### src/rtl/rf_wr_arbiter_pkg.sv
// Shared processor package for the register-file write arbiter.
// Provides the default datapath sizes and the writeback source enum.
package rf_wr_arbiter_pkg;

  localparam int unsigned DATA_W   = 16;
  localparam int unsigned NUM_REGS = 8;
  localparam int unsigned REG_AW   = $clog2(NUM_REGS);

  // Writeback sources competing for the single register-file write port
  typedef enum logic {
    SRC_ALU = 1'b0,
    SRC_MEM = 1'b1
  } src_e;

endpackage : rf_wr_arbiter_pkg

### src/rtl/rf_wr_arbiter_wb_slot.sv
// wb_slot: one-entry writeback holding register (full flag, dest reg, data).
// Ports:
//   clk, rst      - clock and synchronous active-high reset
//   load          - capture reg_in/data_in and mark full (wins over clear)
//   clear         - entry was written this cycle; empty it at the next edge
//   reg_in/data_in- incoming destination register and write data
//   full          - entry holds an unwritten write
//   slot_reg      - held destination register
//   slot_data     - held write data
module wb_slot #(
  parameter int unsigned DATA_W = rf_wr_arbiter_pkg::DATA_W,
  parameter int unsigned REG_AW = rf_wr_arbiter_pkg::REG_AW
) (
  input  logic              clk,
  input  logic              rst,
  input  logic              load,
  input  logic              clear,
  input  logic [REG_AW-1:0] reg_in,
  input  logic [DATA_W-1:0] data_in,
  output logic              full,
  output logic [REG_AW-1:0] slot_reg,
  output logic [DATA_W-1:0] slot_data
);

  import rf_wr_arbiter_pkg::*;

  logic              full_q, full_d;
  logic [REG_AW-1:0] reg_q,  reg_d;
  logic [DATA_W-1:0] data_q, data_d;

  // Next-entry: a load in the same cycle as a clear keeps the slot full
  always_comb begin
    full_d = full_q;
    reg_d  = reg_q;
    data_d = data_q;
    if (load) begin
      full_d = 1'b1;
      reg_d  = reg_in;
      data_d = data_in;
    end else if (clear) begin
      full_d = 1'b0;
    end
  end

  // Entry registers
  always_ff @(posedge clk) begin
    if (rst) begin
      full_q <= 1'b0;
      reg_q  <= '0;
      data_q <= '0;
    end else begin
      full_q <= full_d;
      reg_q  <= reg_d;
      data_q <= data_d;
    end
  end

  assign full      = full_q;
  assign slot_reg  = reg_q;
  assign slot_data = data_q;

endmodule : wb_slot

### src/rtl/rf_wr_arbiter.sv
// rf_wr_arbiter: arbitrates ALU and load-return writebacks onto one
// register-file write port. Each source owns a one-entry slot; when both
// slots are full the one loaded earlier wins (MEM on a same-edge tie).
// Ports:
//   clk, rst                       - clock, synchronous active-high reset
//   alu_valid/alu_reg/alu_data     - ALU writeback request, alu_ready accept
//   mem_valid/mem_reg/mem_data     - load writeback request, mem_ready accept
//   wr_en/wr_reg/wr_data           - register-file write port (from slots only)
//   pending                        - per-register "held write outstanding" map
module rf_wr_arbiter #(
  parameter int unsigned DATA_W   = rf_wr_arbiter_pkg::DATA_W,
  parameter int unsigned NUM_REGS = rf_wr_arbiter_pkg::NUM_REGS
) (
  input  logic                        clk,
  input  logic                        rst,
  input  logic                        alu_valid,
  input  logic [$clog2(NUM_REGS)-1:0] alu_reg,
  input  logic [DATA_W-1:0]           alu_data,
  output logic                        alu_ready,
  input  logic                        mem_valid,
  input  logic [$clog2(NUM_REGS)-1:0] mem_reg,
  input  logic [DATA_W-1:0]           mem_data,
  output logic                        mem_ready,
  output logic                        wr_en,
  output logic [$clog2(NUM_REGS)-1:0] wr_reg,
  output logic [DATA_W-1:0]           wr_data,
  output logic [NUM_REGS-1:0]         pending
);

  import rf_wr_arbiter_pkg::*;

  localparam int unsigned REG_AW = $clog2(NUM_REGS);

  logic              alu_full, mem_full;
  logic [REG_AW-1:0] alu_reg_q, mem_reg_q;
  logic [DATA_W-1:0] alu_data_q, mem_data_q;
  logic              grant_alu, grant_mem;
  logic              alu_load, mem_load;
  src_e              wr_src;

  // High when the ALU entry was loaded strictly before the MEM entry
  logic              alu_older_q, alu_older_d;

  wb_slot #(.DATA_W(DATA_W), .REG_AW(REG_AW)) u_alu_slot (
    .clk       (clk),
    .rst       (rst),
    .load      (alu_load),
    .clear     (grant_alu),
    .reg_in    (alu_reg),
    .data_in   (alu_data),
    .full      (alu_full),
    .slot_reg  (alu_reg_q),
    .slot_data (alu_data_q)
  );

  wb_slot #(.DATA_W(DATA_W), .REG_AW(REG_AW)) u_mem_slot (
    .clk       (clk),
    .rst       (rst),
    .load      (mem_load),
    .clear     (grant_mem),
    .reg_in    (mem_reg),
    .data_in   (mem_data),
    .full      (mem_full),
    .slot_reg  (mem_reg_q),
    .slot_data (mem_data_q)
  );

  // Grant: sole full slot, otherwise the older one; nothing during reset
  always_comb begin
    grant_alu = 1'b0;
    grant_mem = 1'b0;
    if (!rst) begin
      if (alu_full && mem_full) begin
        grant_alu = alu_older_q;
        grant_mem = ~alu_older_q;
      end else begin
        grant_alu = alu_full;
        grant_mem = mem_full;
      end
    end
  end

  // A slot can accept when empty or when it is draining this cycle
  always_comb begin
    alu_ready = ~rst & (~alu_full | grant_alu);
    mem_ready = ~rst & (~mem_full | grant_mem);
    alu_load  = alu_valid & alu_ready;
    mem_load  = mem_valid & mem_ready;
  end

  // Age: a freshly loaded slot is always younger than a held one; a
  // same-edge double load leaves MEM as the older entry.
  always_comb begin
    alu_older_d = alu_older_q;
    if (alu_load && mem_load) begin
      alu_older_d = 1'b0;
    end else if (alu_load) begin
      alu_older_d = 1'b0;
    end else if (mem_load) begin
      alu_older_d = 1'b1;
    end
  end

  always_ff @(posedge clk) begin
    if (rst) begin
      alu_older_q <= 1'b0;
    end else begin
      alu_older_q <= alu_older_d;
    end
  end

  // Write port muxed from slot registers only; zeroed when idle
  always_comb begin
    wr_src  = grant_mem ? SRC_MEM : SRC_ALU;
    wr_en   = grant_alu | grant_mem;
    wr_reg  = '0;
    wr_data = '0;
    if (wr_en) begin
      case (wr_src)
        SRC_MEM: begin
          wr_reg  = mem_reg_q;
          wr_data = mem_data_q;
        end
        default: begin
          wr_reg  = alu_reg_q;
          wr_data = alu_data_q;
        end
      endcase
    end
  end

  // Pending-register decode; forced clear while in reset
  always_comb begin
    pending = '0;
    if (!rst) begin
      for (int unsigned r = 0; r < NUM_REGS; r++) begin
        pending[r] = (alu_full && (alu_reg_q == REG_AW'(r))) ||
                     (mem_full && (mem_reg_q == REG_AW'(r)));
      end
    end
  end

endmodule : rf_wr_arbiter

### config.mk
export PLATFORM = sky130hd
export DESIGN_NAME = rf_wr_arbiter
export DESIGN_NICKNAME = d
export VERILOG_FILES = /design/src/rtl/rf_wr_arbiter_pkg.sv /design/src/rtl/rf_wr_arbiter_wb_slot.sv /design/src/rtl/rf_wr_arbiter.sv
export SDC_FILE = /design/constraint.sdc
export NUM_CORES = 1
export LEC_CHECK = 0
export ABC_AREA = 1
export CAP_MARGIN = 20
export CORE_ASPECT_RATIO = 1.5
export CORE_MARGIN = 1.5
export CORE_UTILIZATION = 45
export DETAILED_ROUTE_END_ITERATION = 10
export PLACE_DENSITY = 0.8
export SYNTH_ARGS = -nofsm -noshare
export SYNTH_HDL_FRONTEND = slang
export SYNTH_SLANG_ARGS = --single-unit
### constraint.sdc
create_clock -name clk -period 1.34 [get_ports clk]
set_input_delay 0.201 -clock clk [delete_from_list [all_inputs] [get_ports clk]]
set_output_delay 0.201 -clock clk [all_outputs]
set_load 0.1 [all_outputs]
==> out/metrics.yaml <==
status: "finished, violations left"
violations: "DRC, setup timing"
dpl_worst_slack_ps: -48.61
ys_seq_elements: 41
crit_slowest_cell: "o21ai_0"
p_int_w: 0.002417
ant_nets: 0
start_util_pct: 47.28
crit_buf_inv: 2
synth_most_common_cell: "nand2_1"
ys.flop_type: "dfxtp_1"
die_area_um2: 4918
first_global_vias: 2661
path_clk_slew_ps: 80
overflow: 0
setup_ws_ps: -495.0
ys_seq_area_share_pct: 40.54
clock_path_buffers: 2
clkPwrFrac_pct: 28.7
min_path_type: "input pin to flip-flop"
synth_common_cells: "nand2_1, inv_1, dfxtp_1"
cts_tree: "done"
syn_area_um2: 2024
n_antenna_cell: 0
period_share_pct: 136.9
irDropWorstVdd_v: 0.001136
grt_use_total_pct: 36.84
io_pins: 72
grt_max_degree: 26
synthCells: 313
wl_per_cell_um: 24.27
core_area_um2: 4282
fmax_mhz: 545.0
dieHeight_um: 85.15
fp-row-count: 29
yosysWarnings: 0
synth_area_leaders: "dfxtp_1, nand2_1, nand3_1"
swShare_pct: 35.56
portBuffers: 71
clk_latency_ps: 310
period_needed_ps: 1835
p_seq_share_pct: 37.3
p_sw_w: 0.001334
place.gp.congestion: 0.8655
drv_cap: 0
required_ps: 1140
async_reset_ff_share_pct: 0
holdBufCountCts: 0
routed_wl_um: 11020
hold_viol: 0
numCtsBuffers: 5
grt_pass1_wl_um: 13570
place_area_um2: 3606
htree_levels: 2
critical_path.cell_chain: "o21ai_0 > inv_1 > buf_12"
ys_types: 21
crit_path_end_kind: "primary output"
startpoint_type: "flip-flop"
clock_sinks: 41
firstDrtPassIters: 8
viasPerCell: 6.218
netlist.area_leader.share_pct: 40.54
nets: 449
root_buffer: "clkbuf_8"
critPathKind: "flip-flop to primary output"
cp_max_fo: 5
vias: 2823
p_total_w: 0.003750
fin_tns_setup_ps: -14460
setup_violations: 69
power-per-cell-area_nw_per_um2: 901.4
tightest_slew_ps: 620.3
synth_nets: 355
arrival_ps: 1630
drc_errors: 3
hpwl_um: 4987
cp_top_family: "compound AO/OA/AOI/OAI gates"
antenna_found_initial: 0
slew-limit-headroom_pct: 58.21
synth_edf_count: 0
synth_top_cell_by_area: "dfxtp_1"
stdcell_area_um2: 4160
finClkSkew_ps: 5.585
drt_iter0_drc: 318
die_x_um: 57.77
drive_gt1_share_pct: 41.42
p_leak_nw: 1.729
max_stage_delay_ps: 530
combPwrFrac_pct: 34.0
layout-area-overhead-vs-synth_pct: 105.5
timing.final.max_slew_violations: 0
hold_ws_ps: 431.0
synth_area_per_cell_um2: 6.468
rsz0062_at_grt: "yes"
## worst min-delay path: stages
cell             delay, ps
clkdlybuf4s50_1        390
nand2_1                 60
nand2_1                 40
## power by group through the flow
| stage | Combinational, W | Sequential [W] | Clock (W) |
|---|---|---|---|
| 2_1_floorplan | 0.000653 | 0.00138 | 0 |
| 3_3_place_gp | 0.00103 | 0.00139 | 0 |
| 3_5_place_dp | 0.00105 | 0.00139 | 0 |
| 4_1_cts | 0.00112 | 0.00137 | 0.00106 |
| 5_1_grt | 0.00131 | 0.00140 | 0.00113 |
| 6_report | 0.00127 | 0.00140 | 0.00108 |
## path summary, 6_finish.rpt
path,end,depth (start not counted),startpoint,slack (ps)
max reg2reg,u_alu_slot.slot_data[7],8,u_mem_slot.full,-160
min reg2reg,u_mem_slot.slot_data[10],2,u_mem_slot.slot_data[10],470
min,u_mem_slot.slot_data[10],3,mem_data[10],430
max,wr_en,3,u_mem_slot.full,-490
## cell type report
type | instances | area (um2)
clock buffers | 6 | 82.58
clock inverters | 2 | 36.28
fillers | 70 | 121.4
inverters | 49 | 205.2
multi-input cells | 206 | 1509
flip-flops and latches | 41 | 840.8
well taps | 46 | 57.56
repair buffers | 104 | 1429
## metrics by stage
| stage | utilization (%) | cells |
|---|---|---|
| 2_1_floorplan | - | 313 |
| 3_3_place_gp | 84.22 | 434 |
| 3_5_place_dp | 84.22 | 434 |
| 4_1_cts | 91.29 | 450 |
| 5_1_grt | 97.17 | 454 |
| 6_report | 97.17 | 454 |
## layer usage
metal  wire [um]  track usage [%]  part of all wire [%]  up-vias
met1        3642            38.56                    33     1307
met5           0                0                     0        -
met2        5456            65.08                    50      259
met3         978            6.707                   8.9       99
li1            -                -                     -     1158
met4         941            24.10                   8.5        0
## cells by family after synthesis
family	after synthesis	share of synthesized area, %
simple gates	174	35.60
compound gates	32	9.518
buf+inv	66	14.34
flops	41	40.54
## placed cells by master, fill, tap and decap left out, types with 7 or more instances in the layout
cell type / netlist / final
buf_12: 0 / 36
inv_1: 46 / 37
nor2_2: 0 / 7
a21oi_4: 0 / 8
nor2_1: 32 / 21
clkdlybuf4s50_1: 0 / 40
buf_4: 3 / 15
nand2_2: 1 / 9
nand3_2: 0 / 16
nand2_1: 100 / 86
dfxtp_1: 41 / 33
o22ai_4: 0 / 18
nand3_1: 39 / 19
## repair_timing
item / CTS / global route
buffers inserted: 6 / 1
setup endpoints to repair: 40 / 68
pin swaps: 8 / 11
cloned: 2 / 3
gates resized for setup: 32 / 38
Note: power is estimated with default switching activity, not from simulation.
